--- src/rtl/seg7_display_mux_pkg.sv ---
// Shared constants for the seg7_display_mux block: hex segment patterns,
// the all-off segment pattern and the default refresh divider.
package seg7_display_mux_pkg;

   // Default clock cycles spent on each digit slot.
   localparam int REFRESH_DIV_DEFAULT = 100000;

   // Active-low segments, bit order g..a; every segment off.
   localparam logic [6:0] SEG_BLANK = 7'h7F;

   // Active-low hex patterns, indexed by nibble value (entry 15 listed first).
   localparam logic [15:0][6:0] SEG_PATTERNS = {
      7'h0E,  // F
      7'h06,  // E
      7'h21,  // d
      7'h46,  // C
      7'h03,  // b
      7'h08,  // A
      7'h10,  // 9
      7'h00,  // 8
      7'h78,  // 7
      7'h02,  // 6
      7'h12,  // 5
      7'h19,  // 4
      7'h30,  // 3
      7'h24,  // 2
      7'h79,  // 1
      7'h40   // 0
   };

endpackage

--- src/rtl/seg7_display_mux_hex_to_seg7.sv ---
// hex_to_seg7: combinational nibble to active-low seven-segment decoder.
module hex_to_seg7
   import seg7_display_mux_pkg::*;
(
   input  logic [3:0] nibble,
   output logic [6:0] seg
);

   // Table lookup of the active-low pattern for the nibble.
   always_comb begin
      seg = SEG_PATTERNS[nibble];
   end

endmodule

--- src/rtl/seg7_display_mux.sv ---
// seg7_display_mux: time-multiplexed driver for a 4-digit common-anode
// seven-segment display. The value is snapshotted once per scan frame so a
// frame never mixes two values. Optional build macro
// SEG7_LEADING_ZERO_BLANK_EN turns off leading zero digits 3..1.
module seg7_display_mux
   import seg7_display_mux_pkg::*;
#(
   parameter int REFRESH_DIV = REFRESH_DIV_DEFAULT
)
(
   input  logic        CLK,
   input  logic        RESET,
   input  logic [15:0] VALUE,
   input  logic [3:0]  DOTS,
   input  logic        BLANK,
   output logic [3:0]  SEG_SELECT_OUT,
   output logic [7:0]  HEX_OUT
);

   localparam int              CW       = $clog2(REFRESH_DIV);
   localparam logic [CW-1:0]   TERMINAL = CW'(REFRESH_DIV - 1);

   logic [CW-1:0] prescale_reg;
   logic          tick;
   logic [1:0]    index_reg;
   logic [15:0]   snapshot_reg;
   logic [3:0]    nibble;
   logic [6:0]    seg_decoded;
   logic [6:0]    seg_shown;
   logic [3:0]    select_next;
   logic [7:0]    hex_next;

   assign tick = (prescale_reg == TERMINAL);

   // Prescaler: counts 0..REFRESH_DIV-1 and wraps on the terminal count.
   always_ff @(posedge CLK) begin
      if (RESET) begin
         prescale_reg <= '0;
      end else if (tick) begin
         prescale_reg <= '0;
      end else begin
         prescale_reg <= prescale_reg + 1'b1;
      end
   end

   // Digit index advances per tick; the value is captured when the index wraps
   // so that all four digits of the next frame come from the same word.
   always_ff @(posedge CLK) begin
      if (RESET) begin
         index_reg    <= 2'd0;
         snapshot_reg <= 16'h0000;
      end else if (tick) begin
         index_reg <= index_reg + 2'd1;
         if (index_reg == 2'd3) begin
            snapshot_reg <= VALUE;
         end
      end
   end

   // Select the nibble of the snapshot belonging to the current digit.
   always_comb begin
      nibble = snapshot_reg[{index_reg, 2'b00} +: 4];
   end

   hex_to_seg7 u_hex_to_seg7 (
      .nibble (nibble),
      .seg    (seg_decoded)
   );

`ifdef SEG7_LEADING_ZERO_BLANK_EN
   // lead_zero[n] is set when nibble n and every higher nibble are zero;
   // digit 0 is always shown so a zero value still displays "0".
   logic [3:0] lead_zero;

   assign lead_zero[0] = 1'b0;

   generate
      for (genvar gi = 1; gi < 4; gi++) begin : g_lead_zero
         assign lead_zero[gi] = (snapshot_reg[15:gi*4] == '0);
      end
   endgenerate

   // Replace the decoded pattern with all-off for a leading zero digit.
   always_comb begin
      seg_shown = lead_zero[index_reg] ? SEG_BLANK : seg_decoded;
   end
`else
   // Every digit is decoded as-is.
   always_comb begin
      seg_shown = seg_decoded;
   end
`endif

   // Next output values: one-cold anode select (all off while blanked) and
   // the segment pattern with the live decimal-point request.
   always_comb begin
      select_next = ~(4'b0001 << index_reg);
      if (BLANK) begin
         select_next = 4'b1111;
      end
      hex_next = {~DOTS[index_reg], seg_shown};
   end

   // Registered outputs, driven from the index one cycle after it changes.
   always_ff @(posedge CLK) begin
      if (RESET) begin
         SEG_SELECT_OUT <= 4'b1111;
         HEX_OUT        <= 8'hFF;
      end else begin
         SEG_SELECT_OUT <= select_next;
         HEX_OUT        <= hex_next;
      end
   end

endmodule

--- config.mk ---
export PLATFORM = sky130hd
export DESIGN_NAME = seg7_display_mux
export DESIGN_NICKNAME = d
export VERILOG_FILES = /design/src/rtl/seg7_display_mux_pkg.sv /design/src/rtl/seg7_display_mux_hex_to_seg7.sv /design/src/rtl/seg7_display_mux.sv
export SDC_FILE = /design/constraint.sdc
export NUM_CORES = 1
export LEC_CHECK = 0
export ABC_AREA = 1
export CORE_MARGIN = 2
export CORE_UTILIZATION = 55
export CTS_CLUSTER_DIAMETER = 120
export CTS_CLUSTER_SIZE = 20
export DETAILED_ROUTE_END_ITERATION = 16
export GPL_TIMING_DRIVEN = 0
export HOLD_SLACK_MARGIN = 0.03
export PLACE_DENSITY = 0.9
export SETUP_SLACK_MARGIN = 0.4
export SYNTH_ARGS = -nofsm -noshare
export SYNTH_HDL_FRONTEND = slang
export SYNTH_SLANG_ARGS = --single-unit
--- constraint.sdc ---
create_clock -name CLK -period 2.4 [get_ports CLK]
set_input_delay 0.72 -clock CLK [delete_from_list [all_inputs] [get_ports CLK]]
set_output_delay 0.72 -clock CLK [all_outputs]
set_load 0.1 [all_outputs]
==> impl_metrics.yaml, run 1 <==
status:
  run_status: "completed"
power_and_ir_drop:
  finalPower_w: 0.00142
  leakage_nw: 1.38
  p_seq_frac: 0.558
  p_per_area_nw_per_um2: 477
  clockPowerShare: 0.343
  ir_worst_vdd_mv: 0.237
  pwr-share-comb: 0.099
  intPower_w: 0.00107
  p_sw_w: 0.000354
  p_sw_frac: 0.248
finish:
  postLayoutCellArea_um2: 2990
  n_antenna_cell: 0
  nets: 442
  largest_register_ffs: 17
  finalNonFillerCells: 460
  drive_above_1_share: 0.0956
  area_growth_pct: 20.8
logic_synthesis:
  synth_xor_area_frac: 0.0283
  synth.avg_cell_area_um2: 6.74
  synth_edf_count: 0
  yosysUniqueCellTypes: 28
  yosysSeqAreaShare: 0.380
  synthMuxAreaShare: 0
  synth_compound_area_frac: 0.0298
  synthFlopType: "dfxtp_1"
  netlist_area_um2: 2470
  synth-adder-area-share: 0.0556
  synth_cells: 367
  synth_top_family_by_area: "simple AND/OR/NAND/NOR gates"
  synth_async_sr_flop_share: 0
  synth-seq-cells: 47
  synth_warnings: 0
  synth-simple-area-share: 0.374
  syn-num-nets: 401
setup_path:
  critical_path_class: "reg2out"
  path_buf_inv: 1
  worstPathRequired_ps: 1680
  regToRegStartpoint: "index_reg[0]"
  r2r_cells: 11
  arrival_ps: 1170
  r2r_end: "HEX_OUT[0]"
  max_stage_delay_ps: 540
  rrSetupSlack_ps: 550
  crit_slowest_cell: "clkdlybuf4s15_2"
  path_cells: "clkdlybuf4s15_2"
  cp_top_family: "buffers and inverters"
  crit_cells: 1
  crit_fanout: 1
  end_kind: "output port"
  worstSetupStartpointType: "register"
die:
  die_y_um: 71.1
  rows: 24
  dieWidth_um: 71.1
  start_util: 0.568
  core_area_um2: 4350
  ios: 35
  die_area_um2: 5050
cts:
  cts.sinks: 47
  insertion_delay_ps: 310
  hold_buffers: 0
  cts_buffer_depth: 2
  cts_tree: "built"
  cts_buffers: 5
  root_buffer: "clkbuf_8"
  cts-resized-gates: 36
  cts_htree_levels: 2
  cts_setup_buffers: 0
  path_clk_slew_ps: 90
sta:
  period_share: 0.788
  setup_tns_ps: 0
  rsz0062_at_grt: "yes"
  whs_ps: 460
  slew_headroom: 0.637
  hold_viol: 0
  clock.fmax_mhz: 529
  fin_worst_skew_ps: 13.5
  final-setup-viol-count: 0
  min_period_ps: 1890
  worst_pin_slew_ps: 547
  maxSlewViolCount: 0
routing:
  drtPass1Iterations: 5
  drc: 0
  routedWlPerCell_um: 11.5
  via_per_inst: 5.05
  vias: 2323
  postRouteAntennaNets: 0
  drt-total-wl_um: 5290
  drt_iter0_drc: 121
global_route:
  met1_usage: 0.258
  antenna_found_initial: 0
  grt-ovfl-total: 0
  grt_pass1_wl_um: 8770
  gr-usage-met3: 0.0484
  grt_max_degree: 14
  grt.busiest_layer: "met2"
  grt.met2_usage: 0.386
  grt_pass1_vias: 2088
  grt_util_all_layers: 0.218
placement:
  place_congestion: 0.905
  port_buffers: 34
  hpwl_um: 3820
  placed_cell_area_um2: 2880
  placed_cells: 453
flow_run:
  cap_viol_max_count: 0
worst_hold_path:
  hp-class: "reg2reg"
  min_to: "prescale_reg[0]"
  hold_depth: 1
  worstHoldStart: "prescale_reg[0]"
==> cells in the final DEF, fill, tap and decap left out, drive strengths merged <==
cell	n
nand2	100
inv	73
dfxtp	47
nor2	47
nand3	30
clkdlybuf4s50	22
nand4	18
clkdlybuf4s15	12
ha	11
clkbuf	10
o21ai	7
nor3	7
buf	6
a21oi	5
xor2	4
xnor2	4
o211ai	1
nand3b	1
or2	1
o22ai	1
clkinv	1
==> cell families (layout without fill, tap and decap cells) <==
group	after synthesis	count (layout)
XOR/XNOR	8	8
buffers and inverters	83	124
adder cells (fa/ha/maj)	11	11
AO/OA/AOI/OAI	14	14
flip-flops	47	47
AND/OR/NAND/NOR	204	204
==> synthesized netlist by cell type (2+ instances only) <==
library cell	count	area share
nand2_1	97	0.15
inv_1	71	0.11
dfxtp_1	47	0.38
nor2_1	46	0.070
nand3_1	27	0.055
nand4_1	18	0.046
ha_1	11	0.056
o21ai_0	7	0.014
a21oi_1	5	0.010
nor3_1	5	0.010
clkbuf_1	4	0.0061
xnor2_1	4	0.014
xor2_1	4	0.014
buf_2	3	0.0061
nand2_2	3	0.0076
inv_2	2	0.0030
nand3_2	2	0.0081
==> power by group through the flow <==
stage | Sequential (W) | Combinational (W) | Clock [W]
2_1_floorplan | 0.000866 | 0.0000322 | 0
3_3_place_gp | 0.000813 | 0.000141 | 0
3_5_place_dp | 0.000814 | 0.000143 | 0
4_1_cts | 0.000795 | 0.000142 | 0.000497
5_1_grt | 0.000797 | 0.000151 | 0.000519
6_report | 0.000795 | 0.000141 | 0.000488
==> per-stage QoR <==
stage | util | setup slack, ps
floorplan | - | 771
global placement | 0.661 | 272
detailed placement | 0.661 | 254
CTS | 0.685 | 463
global route | 0.686 | 367
finish | 0.686 | 509
==> worst max path at each step <==
stage / start / end
3_5_place_dp: SEG_SELECT_OUT[2] / SEG_SELECT_OUT[2]
2_1_floorplan: HEX_OUT[0] / HEX_OUT[0]
3_3_place_gp: HEX_OUT[3] / HEX_OUT[3]
4_1_cts: index_reg[1] / snapshot_reg[2]
6_report: HEX_OUT[3] / HEX_OUT[3]
5_1_grt: index_reg[0] / HEX_OUT[0]
==> area by class of cell <==
class                           instances  area, um2
Clock inverter                          1       5.00
Clock buffer                            6       82.6
Sequential cell                        47        941
Multi-Input combinational cell        237       1210
Fill cell                             351       1370
Timing Repair Buffer                   34        355
Inverter                               73        274
Tap cell                               52       65.1
Buffer                                 10       53.8
==> metal layers <==
metal	part of all wire	up-vias	routed length [um]
li1	-	1207	-
met1	0.44	1039	2330
met2	0.49	68	2590
met3	0.054	9	285
met4	0.016	0	84
met5	0	-	0
No activity file was read; power rests on OpenSTA's default activity.
==> run 2, diff against run 1 <==
--- a/config.mk
+++ b/config.mk
@@ -7,13 +7,13 @@
 export LEC_CHECK = 0
 export ABC_AREA = 1
 export CORE_MARGIN = 2
-export CORE_UTILIZATION = 55
+export CORE_UTILIZATION = 49
 export CTS_CLUSTER_DIAMETER = 120
 export CTS_CLUSTER_SIZE = 20
 export DETAILED_ROUTE_END_ITERATION = 16
 export GPL_TIMING_DRIVEN = 0
 export HOLD_SLACK_MARGIN = 0.03
-export PLACE_DENSITY = 0.9
+export PLACE_DENSITY = 0.86
 export SETUP_SLACK_MARGIN = 0.4
 export SYNTH_ARGS = -nofsm -noshare
 export SYNTH_HDL_FRONTEND = slang
==> constraint.sdc (replaced) <==
create_clock -name CLK -period 1.7 [get_ports CLK]
set_input_delay 0.51 -clock CLK [delete_from_list [all_inputs] [get_ports CLK]]
set_output_delay 0.51 -clock CLK [all_outputs]
set_load 0.1 [all_outputs]
==> impl_metrics.yaml, run 2 (synthesis gave the netlist of run 1 again) <==
power_and_ir_drop:
  ir_worst_vdd_mv: 0.509
  leakage_nw: 1.73
  finalPower_w: 0.00209
  p_per_area_nw_per_um2: 529
global_route:
  grt-ovfl-total: 0
  grt_util_all_layers: 0.242
  grt_max_degree: 14
  antenna_found_initial: 0
  grt_pass1_vias: 2369
  grt_pass1_wl_um: 10500
die:
  die_area_um2: 5640
  start_util: 0.517
  ios: 35
  die_y_um: 75.1
  dieWidth_um: 75.1
  rows: 25
  core_area_um2: 4790
sta:
  fin_worst_skew_ps: 10.7
  worst_pin_slew_ps: 496
  period_share: 0.963
  rsz0062_at_grt: "yes"
  maxSlewViolCount: 0
  min_period_ps: 1640
  hold_viol: 0
  slew_headroom: 0.667
  clock.fmax_mhz: 611
  setup_ws_ps: 62.8
  whs_ps: 492
  final-setup-viol-count: 0
placement:
  port_buffers: 34
  place_congestion: 0.871
  placed_cells: 468
  placed_cell_area_um2: 2990
  pre_cts_ws_ps: -234
  hpwl_um: 3760
cts:
  path_clk_slew_ps: 90
  cts.sinks: 47
  root_buffer: "clkbuf_8"
  cts_tree: "built"
  cts_buffer_depth: 2
  cts_buffers: 5
  cts_htree_levels: 2
  insertion_delay_ps: 310
setup_path:
  arrival_ps: 1850
  critical_path_class: "reg2reg"
  end_kind: "register"
  path_buf_inv: 2
  crit_top_cell: "nand2_1"
  worstPathRequired_ps: 1910
  crit_fanout: 3
  max_stage_delay_ps: 390
  path_cells: "buf_4, nand3_4, nor3_1, nand3_1, nand2_1, nand2_1, nand2_1, inv_1"
  cp_top_family: "simple AND/OR/NAND/NOR gates"
  rrSetupSlack_ps: 60
  crit_slowest_cell: "nor3_1"
  worstSetupStartpointType: "register"
routing:
  vias: 2852
  drtPass1Iterations: 5
  postRouteAntennaNets: 0
  via_per_inst: 5.56
  drt-total-wl_um: 8780
  drt_iter0_drc: 290
  routedWlPerCell_um: 17.1
  drc: 0
status:
  run_status: "completed"
finish:
  fillCellCount: 251
  largest_register_ffs: 17
  drive_above_1_share: 0.415
  multi_input_area_um2: 1600
  layout_commonest_cell: "nand2_1"
  seq_area_um2: 975
  finalNonFillerCells: 513
  area_growth_pct: 59.2
  n_antenna_cell: 0
  final_cell_mix: "nand2_1, inv_1, nor2_1, buf_4, dfxtp_1"
  postLayoutCellArea_um2: 3940
  nets: 479
worst_hold_path:
  hp-class: "reg2reg"
flow_run:
  cap_viol_max_count: 0
-- run 2: area by class of cell --
class / count / area share
clock inverter: 1 / 0.00127
tap: 67 / 0.0213
multi-input combinational: 237 / 0.406
clock buffer: 7 / 0.0194
sequential: 47 / 0.247
buffer: 10 / 0.0251
timing repair buffer: 71 / 0.205
inverter: 73 / 0.0747
-- run 2: metrics by stage --
stage	utilization	setup TNS [ps]
final	0.823	0
after global routing	0.823	0
after CTS	0.718	0
after detailed placement	0.625	-5460
after global placement	0.625	-5540
after floorplan	-	0
-- run 2: worst paths after layout --
check | startpoint | end | depth (start not counted)
worst min register to register | prescale_reg[9] | prescale_reg[9] | 2
worst min-delay path | prescale_reg[9] | prescale_reg[9] | 2
worst max register to register | prescale_reg[0] | prescale_reg[15] | 8
worst max-delay path | prescale_reg[0] | prescale_reg[15] | 8
-- run 2: repair_timing --
item	in CTS	in global routing
pin swaps	9	41
setup endpoints to repair	56	55
setup buffers	16	19
cloned	1	1
hold buffers	0	0
resized for setup	145	105
-- run 2: worst register-to-register path: cells and delay by family (launching register included) --
family	cells	cell delay [ps]
buffers and inverters	2	190
DFF	1	360
and+or+nand+nor	6	990
-- run 2: power breakdown --
group          switching [W]  total [W]  internal, W
logic               0.000146   0.000273     0.000127
registers          0.0000165    0.00113      0.00112
clock network       0.000390   0.000680     0.000290
total               0.000553    0.00209      0.00153
-- run 2: layer usage --
layer,global-route usage,part of all wire,vias to the layer above
met5,0,0,-
met1,0.294,0.38,1322
met2,0.422,0.49,191
li1,-,-,1284
met4,0.0873,0.056,0
met3,0.0495,0.077,55
==> run 3, diff against run 2 <==
--- a/config.mk
+++ b/config.mk
@@ -6,6 +6,7 @@
 export NUM_CORES = 1
 export LEC_CHECK = 0
 export ABC_AREA = 1
+export CAP_MARGIN = 10
 export CORE_MARGIN = 2
 export CORE_UTILIZATION = 49
 export CTS_CLUSTER_DIAMETER = 120
@@ -13,7 +14,7 @@
 export DETAILED_ROUTE_END_ITERATION = 16
 export GPL_TIMING_DRIVEN = 0
 export HOLD_SLACK_MARGIN = 0.03
-export PLACE_DENSITY = 0.86
+export PLACE_DENSITY = 0.87
 export SETUP_SLACK_MARGIN = 0.4
 export SYNTH_ARGS = -nofsm -noshare
 export SYNTH_HDL_FRONTEND = slang
==> impl_metrics.yaml, run 3 (synthesis gave the netlist of run 1 again) <==
finish:
  fillCellCount: 264
  n_antenna_cell: 0
  postLayoutCellArea_um2: 3830
  nets: 475
  layout_commonest_cell: "nand2_1"
  largest_register_ffs: 17
  final_cell_mix: "nand2_1, inv_1, nor2_1, buf_4, dfxtp_1"
  drive_above_1_share: 0.419
  area_growth_pct: 54.9
sta:
  slew_headroom: 0.777
  clock.fmax_mhz: 598
  period_share: 0.984
  min_period_ps: 1670
  worst_pin_slew_ps: 331
  hold_viol: 0
  final-setup-viol-count: 0
  setup_ws_ps: 27.9
  maxSlewViolCount: 0
  rsz0062_at_grt: "yes"
  fin_worst_skew_ps: 7.99
setup_path:
  end_kind: "register"
  max_stage_delay_ps: 420
  worstPathRequired_ps: 1940
  cp_top_family: "simple AND/OR/NAND/NOR gates"
  path_cells: "nand2_1, nor2_2, nand2_4, nor2_8, nand3_4, buf_6, nand2_2, inv_1, nor2_1"
  critical_path_class: "reg2reg"
  worstSetupStartpointType: "register"
  crit_fanout: 8
  path_buf_inv: 2
  arrival_ps: 1910
  crit_slowest_cell: "dfxtp_1"
global_route:
  antenna_found_initial: 0
  grt-ovfl-total: 0
  grt_util_all_layers: 0.263
  grt_pass1_wl_um: 11400
  grt_max_degree: 14
  grt_pass1_vias: 2573
cts:
  insertion_delay_ps: 310
  cts.sinks: 47
  cts_tree: "built"
  cts_htree_levels: 2
  cts_buffer_depth: 2
  path_clk_slew_ps: 90
  cts_buffers: 5
  hold_buffers: 0
  root_buffer: "clkbuf_8"
die:
  die_area_um2: 5640
  dieWidth_um: 75.1
  core_area_um2: 4790
  start_util: 0.517
  rows: 25
  die_y_um: 75.1
  ios: 35
placement:
  placed_cell_area_um2: 2990
  hpwl_um: 3790
  place_congestion: 0.857
  port_buffers: 34
  pre_cts_ws_ps: -260
status:
  run_status: "completed"
routing:
  routedWlPerCell_um: 16.8
  drc: 0
  drtPass1Iterations: 7
  drt-total-wl_um: 8530
  via_per_inst: 5.65
  drt_iter0_drc: 402
  postRouteAntennaNets: 0
  vias: 2877
flow_run:
  cap_viol_max_count: 0
worst_hold_path:
  hp-class: "reg2reg"
power_and_ir_drop:
  p_per_area_nw_per_um2: 547
  ir_worst_vdd_mv: 0.385
  leakage_nw: 1.69
==> run 3: power by group <==
| group | switching [W] | leakage, nW | internal (W) |
|---|---|---|---|
| sequential | 0.0000161 | 0.386 | 0.00112 |
| combinational | 0.000147 | 1.26 | 0.000125 |
| clock | 0.000403 | 0.0422 | 0.000290 |
==> run 3: path summary, 6_finish.rpt <==
| path | startpoint | cells after the start | end | slack, ps |
|---|---|---|---|---|
| max | prescale_reg[7] | 9 | snapshot_reg[10] | 30 |
| min | prescale_reg[9] | 2 | prescale_reg[9] | 500 |
| max reg2reg | prescale_reg[7] | 9 | snapshot_reg[10] | 30 |
| min reg2reg | prescale_reg[9] | 2 | prescale_reg[9] | 500 |
==> run 3: worst min-delay path: stages, from the launching register on <==
cell	delay [ps]
dfxtp_2	350
nand2_1	80
a21oi_2	40
==> run 3: final cells by class <==
cell class              count  area (um2)  area share
multi-input cells         238        1580       0.411
flip-flops and latches     47         977       0.255
repair buffers             66         733       0.191
inverters                  73         290      0.0757
plain buffers              10        92.6      0.0242
well taps                  67        83.8      0.0219
clock buffers               7        76.3      0.0199
clock inverters             1        5.00     0.00131
==> run 3: repair_timing <==
action	in CTS	in global routing
resized for setup	175	76
cloned	3	0
pin swaps	26	42
setup buffers	22	8
setup endpoints to repair	56	55
==> run 3: metal layers <==
layer	share of wire	global-route usage	up-vias
met3	0.077	0.0535	57
met4	0.047	0.103	0
met2	0.49	0.454	199
li1	-	-	1274
met5	0	0	-
met1	0.38	0.319	1347
==> run 3: through the flow <==
step	hold WS, ps	power (W)	std cells	util	setup TNS (ps)
finish	495	0.00210	509	0.801	0
global route	535	0.00215	509	0.801	0
CTS	493	0.00204	501	0.747	0
detailed placement	432	0.00136	468	0.625	-6210
global placement	428	0.00136	468	0.625	-5760
floorplan	418	0.00128	367	-	0
